===== src/rtl/sram_cfg_access_ctrl.sv =====
`default_nettype none
// ============================================================================
// Module      : sram_cfg_access_ctrl
// Description : Single-access sequencer for a configurable-width SRAM macro
//               built from 32-bit rows split into four 8-bit lanes. Converts
//               a 32/16/8-bit logical word request into row, lane mask,
//               replicated write data and lane-extracted read data, and
//               drives the precharge / access / capture timing.
// Revision    : 1.0 - initial release
// ============================================================================
module sram_cfg_access_ctrl #(
    parameter int ROW_W      = 6,
    parameter int PRE_CYCLES = 1
) (
    input  logic               clk,
    input  logic               rst_n,
    input  logic               cfg_we,
    input  logic [1:0]         cfg_conf,
    output logic [1:0]         conf_q,
    input  logic               req_valid,
    output logic               req_ready,
    input  logic               req_we,
    input  logic [ROW_W+1:0]   req_addr,
    input  logic [31:0]        req_wdata,
    output logic               resp_valid,
    output logic               resp_err,
    output logic [31:0]        resp_rdata,
    output logic               sram_pre,
    output logic               sram_en,
    output logic               sram_we,
    output logic [ROW_W-1:0]   sram_row,
    output logic [3:0]         sram_mask,
    output logic [31:0]        sram_wdata,
    input  logic [31:0]        sram_rdata
);

    localparam logic [2:0] IDLE = 3'd0;
    localparam logic [2:0] PRE  = 3'd1;
    localparam logic [2:0] ACC  = 3'd2;
    localparam logic [2:0] CAP  = 3'd3;
    localparam logic [2:0] RESP = 3'd4;

    localparam logic [1:0] MODE32 = 2'b00;
    localparam logic [1:0] MODE16 = 2'b01;
    localparam logic [1:0] MODE8  = 2'b10;

    // Counter reloads with PRE_CYCLES-1 so PRE lasts exactly PRE_CYCLES cycles
    localparam logic [1:0] PRE_LOAD = 2'(PRE_CYCLES - 1);

    logic [2:0]       state_q, state_d;
    logic [1:0]       pre_cnt_q;
    logic             we_q;
    logic             err_q;
    logic [1:0]       mode_q;
    logic [ROW_W-1:0] row_q;
    logic [1:0]       sub_q;
    logic [31:0]      wdata_q;
    logic [31:0]      rdata_q;
    logic             pend_valid_q;
    logic [1:0]       pend_conf_q;

    logic             accept;
    logic [ROW_W-1:0] dec_row;
    logic [1:0]       dec_sub;
    logic             dec_err;
    logic [31:0]      cap_data;
    logic [3:0]       acc_mask;
    logic [31:0]      acc_wdata;

    assign accept = (state_q == IDLE) && req_valid;

    // Split the logical address into row / sub-word select under the current mode
    always_comb begin
        dec_row = '0;
        dec_sub = 2'b00;
        dec_err = 1'b0;
        case (conf_q)
            MODE32: begin
                dec_row = req_addr[ROW_W-1:0];
                dec_err = |req_addr[ROW_W+1:ROW_W];
            end
            MODE16: begin
                dec_row = req_addr[ROW_W:1];
                dec_sub = {1'b0, req_addr[0]};
                dec_err = req_addr[ROW_W+1];
            end
            MODE8: begin
                dec_row = req_addr[ROW_W+1:2];
                dec_sub = req_addr[1:0];
            end
            default: dec_err = 1'b1;
        endcase
    end

    // Next-state sequencing; errors skip the macro entirely
    always_comb begin
        state_d = state_q;
        case (state_q)
            IDLE: if (req_valid) state_d = dec_err ? RESP : PRE;
            PRE:  if (pre_cnt_q == 2'd0) state_d = ACC;
            ACC:  state_d = we_q ? RESP : CAP;
            CAP:  state_d = RESP;
            RESP: state_d = IDLE;
            default: state_d = IDLE;
        endcase
    end

    // State register and precharge down-counter
    always_ff @(posedge clk or negedge rst_n) begin
        if (!rst_n) begin
            state_q   <= IDLE;
            pre_cnt_q <= 2'd0;
        end else begin
            state_q <= state_d;
            if (accept) begin
                pre_cnt_q <= PRE_LOAD;
            end else if (state_q == PRE && pre_cnt_q != 2'd0) begin
                pre_cnt_q <= pre_cnt_q - 2'd1;
            end
        end
    end

    // Latch the request together with the mode it was accepted under
    always_ff @(posedge clk or negedge rst_n) begin
        if (!rst_n) begin
            we_q    <= 1'b0;
            err_q   <= 1'b0;
            mode_q  <= MODE32;
            row_q   <= '0;
            sub_q   <= 2'b00;
            wdata_q <= 32'd0;
        end else if (accept) begin
            we_q    <= req_we;
            err_q   <= dec_err;
            mode_q  <= conf_q;
            row_q   <= dec_row;
            sub_q   <= dec_sub;
            wdata_q <= req_wdata;
        end
    end

    // Extract the addressed lane(s) from the macro read word, zero-extended
    always_comb begin
        cap_data = 32'd0;
        case (mode_q)
            MODE32: cap_data = sram_rdata;
            MODE16: cap_data = sub_q[0] ? {16'd0, sram_rdata[31:16]}
                                        : {16'd0, sram_rdata[15:0]};
            MODE8: begin
                case (sub_q)
                    2'd0:    cap_data = {24'd0, sram_rdata[7:0]};
                    2'd1:    cap_data = {24'd0, sram_rdata[15:8]};
                    2'd2:    cap_data = {24'd0, sram_rdata[23:16]};
                    default: cap_data = {24'd0, sram_rdata[31:24]};
                endcase
            end
            default: cap_data = 32'd0;
        endcase
    end

    // Read data is cleared on accept so writes and errors respond with zero
    always_ff @(posedge clk or negedge rst_n) begin
        if (!rst_n) begin
            rdata_q <= 32'd0;
        end else if (accept) begin
            rdata_q <= 32'd0;
        end else if (state_q == CAP) begin
            rdata_q <= cap_data;
        end
    end

    // Width-mode register with a one-entry pending slot applied on IDLE entry
    always_ff @(posedge clk or negedge rst_n) begin
        if (!rst_n) begin
            conf_q       <= MODE32;
            pend_valid_q <= 1'b0;
            pend_conf_q  <= 2'b00;
        end else if (state_q == RESP) begin
            // The RESP->IDLE edge is where pending writes land; a write on
            // this very edge is the most recent one and wins.
            if (cfg_we) begin
                conf_q <= cfg_conf;
            end else if (pend_valid_q) begin
                conf_q <= pend_conf_q;
            end
            pend_valid_q <= 1'b0;
        end else if (cfg_we) begin
            if (state_q == IDLE && !accept) begin
                conf_q <= cfg_conf;
            end else begin
                pend_valid_q <= 1'b1;
                pend_conf_q  <= cfg_conf;
            end
        end
    end

    // Lane mask and lane-replicated write data for the latched mode
    always_comb begin
        acc_mask  = 4'b0000;
        acc_wdata = 32'd0;
        case (mode_q)
            MODE32: begin
                acc_mask  = 4'b1111;
                acc_wdata = wdata_q;
            end
            MODE16: begin
                acc_mask  = sub_q[0] ? 4'b1100 : 4'b0011;
                acc_wdata = {wdata_q[15:0], wdata_q[15:0]};
            end
            MODE8: begin
                acc_mask  = 4'b0001 << sub_q;
                acc_wdata = {4{wdata_q[7:0]}};
            end
            default: begin
                acc_mask  = 4'b0000;
                acc_wdata = 32'd0;
            end
        endcase
    end

    // Outputs decode straight from state so reset clears them immediately
    always_comb begin
        req_ready  = (state_q == IDLE);
        resp_valid = (state_q == RESP);
        resp_err   = (state_q == RESP) && err_q;
        resp_rdata = (state_q == RESP) ? rdata_q : 32'd0;
        sram_pre   = (state_q == PRE);
        sram_en    = (state_q == ACC);
        sram_we    = (state_q == ACC) && we_q;
        sram_row   = (state_q == ACC) ? row_q : '0;
        sram_mask  = (state_q == ACC) ? acc_mask : 4'b0000;
        sram_wdata = (state_q == ACC) ? acc_wdata : 32'd0;
    end

endmodule
`default_nettype wire


===== config.mk =====
export PLATFORM = sky130hd
export DESIGN_NAME = sram_cfg_access_ctrl
export DESIGN_NICKNAME = d
export VERILOG_FILES = /design/src/rtl/sram_cfg_access_ctrl.sv
export SDC_FILE = /design/constraint.sdc
export NUM_CORES = 1
export LEC_CHECK = 0
export BUFFER_PORTS_ARGS = -buffer_cell sky130_fd_sc_hd__buf_2
export CAP_MARGIN = 20
export CORE_MARGIN = 3
export CORE_UTILIZATION = 35
export DETAILED_ROUTE_END_ITERATION = 16
export PLACE_DENSITY = 0.61
export REMOVE_ABC_BUFFERS = 1
export SLEW_MARGIN = 5
export SYNTH_ARGS = -nofsm -noshare
export SYNTH_HDL_FRONTEND = slang
export SYNTH_SLANG_ARGS = --single-unit

===== constraint.sdc =====
create_clock -name clk -period 2.3 [get_ports clk]
set_input_delay 0.69 -clock clk [delete_from_list [all_inputs] [get_ports clk]]
set_output_delay 0.69 -clock clk [all_outputs]
set_load 0.005 [all_outputs]

==> run_results.csv <==
group,metric,value,unit
status,status,"finished, violations left",
status,violations,"negative setup slack",
logic_synthesis,synth.avg_cell_area,9.02,um2
cells_and_area,syn2layout_area_growth,34.6,%
timing,worst_slack,-0.0691,ns
critical_path,path_delay_family,"buffers and inverters",
clocking,h-tree-depth,3,
power,internal_power,4.45,mW
critical_path,critical_path.cell_chain,"buf_6, or2_4, inv_4, nand2_4, clkbuf_16, nor2_1, buf_2",
detailed_routing,drt_iter0_markers,280,
power,power_frac_clock,0.197,
timing,rsz0062_at_grt,"true",
power,ir_worst_vdd,0.557,mV
logic_synthesis,ys_ff_latch,86,
cells_and_area,fin_nets,785,
cells_and_area,nFillCells,1325,
cells_and_area,final_core_utilization,0.487,
critical_path,r2r_start,"state_q[1]",
logic_synthesis,synth_cell_type_count,40,
timing,fin_skew,0.00473,ns
detailed_routing,first_pass_iters,5,
logic_synthesis,ys.warnings.count,0,
timing,final_max_slew_viol_count,0,
floorplanning,dieArea,15300,um2
timing,hold_viol,0,
grt,globalRouteOverflowTotal,0,
logic_synthesis,synth_top_area_frac,0.445,
critical_path,crit_required,1.61,ns
critical_path,crit_type,"reg -> out",
clocking,cts_made_buffers,9,
floorplanning,rows,42,
place,pre_cts_slack,0.194,ns
critical_path,end_kind,"primary output",
grt,grt_pass1_vias,4567,
floorplanning,die_h,124,um
detailed_routing,dr_total_vias,4515,
floorplanning,core_area,13300,um2
logic_synthesis,yosysSeqAreaShare,0.445,
clocking,clockBufferDepth,2,
critical_path,slowest_delay,0.40,ns
critical_path,path_buf_inv,4,
cells_and_area,antenna-diode-count,0,
clocking,clk_pin_slew_worst_paths,0.06,ns
timing,setup_violations,33,
place,placed_cells,859,
grt,grt_antenna_before_repair,0,
detailed_routing,antenna_left,0,
critical_path,worstPathMaxFanout,8,
grt,grt_first_pass_wirelength,23400,um
detailed_routing,routed_wl,14900,um
cells_and_area,drive_above_1_share,0.346,
power,share_comb_of_total_power,0.473,
timing,worst_slew_pin_slew,0.698,ns
cells_and_area,stdcell_count,881,
place,io_buffers,160,
critical_path,slowest_stage,"dfrtp_1",
grt,grt_use_total,0.197,
logic_synthesis,synthCells,536,
place,dp_hpwl,10300,um
clocking,clk_latency,0.34,ns
timing,period_share,1.03,
power,leakage,3.41,nW
clocking,cts-root-buf,"clkbuf_16",
floorplanning,initial_core_util,0.362,
timing,post-route-min-period,2.37,ns
power,p_per_area,1130,nW/um2
logic_synthesis,synthTopCellsByArea,"dfrtp_1 45%, mux2i_1 11%, nand2_1 10%",
detailed_routing,drcViolationCount,0,
logic_synthesis,netlist.top_cell.by_area,"dfrtp_1",
grt,grt_max_degree,44,
floorplanning,die_width,124,um
floorplanning,io_pins,161,
power,seqPwrFrac,0.330,
detailed_routing,viasPerCell,5.12,
timing,hold_ws,0.335,ns
logic_synthesis,synth_area,4830,um2
clocking,cts_num_sinks,86,
critical_path,rrSetupSlack,0.27,ns
power,swShare,0.395,
critical_path,reg2reg_to,"rdata_q[16]",
run,maxCapViolCount,0,
detailed_routing,detail_route.wl_per_cell,17.0,um
place,gp_congestion,0.870,
critical_path,critPathLaunchType,"register",
hold_path,hold_class,"in -> async",
power,power.total,7.36,mW
timing,max_freq,0.422,GHz
power,power.switching,2.91,mW
timing,slew_headroom,0.533,
clocking,holdBufCountCts,0,
critical_path,worstPathArrival,1.68,ns
clocking,cts_tree,"yes",
critical_path,rr_worst_depth,6,
## routing by layer
layer | vias to the layer above | part of all wire | global-route usage
met5 | - | 0 | 0
li1 | 2155 | - | -
met1 | 2174 | 0.45 | 0.260
met2 | 175 | 0.47 | 0.325
met4 | 0 | 0.0086 | 0.0512
met3 | 11 | 0.074 | 0.0462
## worst max path at each step
stage | startpoint | to | slack (ns) | cells past startpoint
floorplan | req_valid | rdata_q[0] | -0.63 | 3
global placement | state_q[2] | sram_wdata[27] | 0.27 | 7
detailed placement | state_q[2] | sram_wdata[19] | 0.19 | 7
CTS | state_q[2] | sram_wdata[24] | -0.07 | 7
global route | state_q[0] | sram_wdata[20] | -0.14 | 7
finish | state_q[0] | sram_wdata[24] | -0.07 | 7
## worst reg2reg max path, cell delays in order (launching register included)
cell and delay (ns):
dfrtp_1 0.41, buf_6 0.13, buf_4 0.17, nand2_1 0.10, or3_1 0.51, nor2_4 0.43, a22o_1 0.21
## synth_stat cells (all sizes together)
cell	n
or3	2
mux2i	52
a31oi	1
o21a	16
xnor2	1
and2b	1
a21boi	1
or2	1
a31o	1
ha	5
o2111ai	1
and3	9
a22o	24
nand3	2
buf	18
nand3b	2
o21bai	1
a222oi	6
nor3	5
nor2	28
nor3b	2
nor2b	2
dfrtp	86
o22a	9
or3b	1
and2	40
mux2	3
a22oi	1
o21ai	28
a21oi	12
nand2b	12
clkbuf	19
nand2	136
nor4b	1
inv	7
## registers in the layout, indices dropped and copies added (netlist names)
name and cells:
err_q 1, we_q 1, row_q 6, wdata_q 32, pend_valid_q 1, pend_conf_q 2, mode_q 2, pre_cnt_q 2
state_q 3, conf_q 2, sub_q 2, rdata_q 32
## layout make-up
class | count | area (um2) | area share
tap | 176 | 220 | 0.0339
multi-input combinational | 406 | 2640 | 0.406
clock buffer | 10 | 239 | 0.0367
timing repair buffer | 191 | 1170 | 0.180
inverter | 7 | 28.8 | 0.00442
clock inverter | 5 | 50.0 | 0.00770
sequential | 86 | 2150 | 0.331
## cells by family (layout without fill, tap and decap cells)
group | after synthesis | count (layout) | synth area share
adder cells (fa/ha/maj) | 5 | 5 | 0.0129
XOR/XNOR | 1 | 1 | 0.00181
buffers and inverters | 44 | 213 | 0.0383
AO/OA/AOI/OAI | 101 | 101 | 0.148
multiplexers | 55 | 55 | 0.115
AND/OR/NAND/NOR | 244 | 244 | 0.239
flip-flops | 86 | 86 | 0.445
## metrics by stage
stage,TNS [ns],area [um2]
after detailed placement,0,5930
final,-0.947,6500
after floorplan,-20.91,4670
after global placement,0,5930
after global routing,-5.82,6500
after CTS,-1.77,6360
## power groups by stage
stage	Sequential, mW	Clock (mW)	Combinational [mW]
floorplan	2.51	0	1.82
global placement	2.40	0	3.10
detailed placement	2.42	0	3.16
CTS	2.41	1.49	3.33
global route	2.50	1.56	3.85
finish	2.43	1.45	3.48
## cell usage in the layout (no fill, tap or decap), types with 4 or more instances in the layout
cell       instances
buf_2            152
nand2_1          134
dfrtp_1           85
mux2i_1           52
and2_1            36
o21ai_0           27
a22o_1            24
buf_4             19
o21a_1            16
buf_6             15
nor2_1            14
nand2b_1          11
nor2_4            10
a21oi_1           10
clkbuf_16         10
o22a_1             9
inv_1              6
and3_1             6
a222oi_1           6
nor3_1             5
ha_1               5
and2_4             4
nor2_2             4
clkinv_2           4
## what timing repair did
action / 4_1_cts / 5_1_grt
pin swaps: 1 / 7
resized for setup: 17 / 42
buffers inserted: 7 / 0
cloned: 1 / 1
hold endpoints to repair: 0 / 0
setup endpoints to repair: 75 / 77
(Power assumes the default switching activity.)
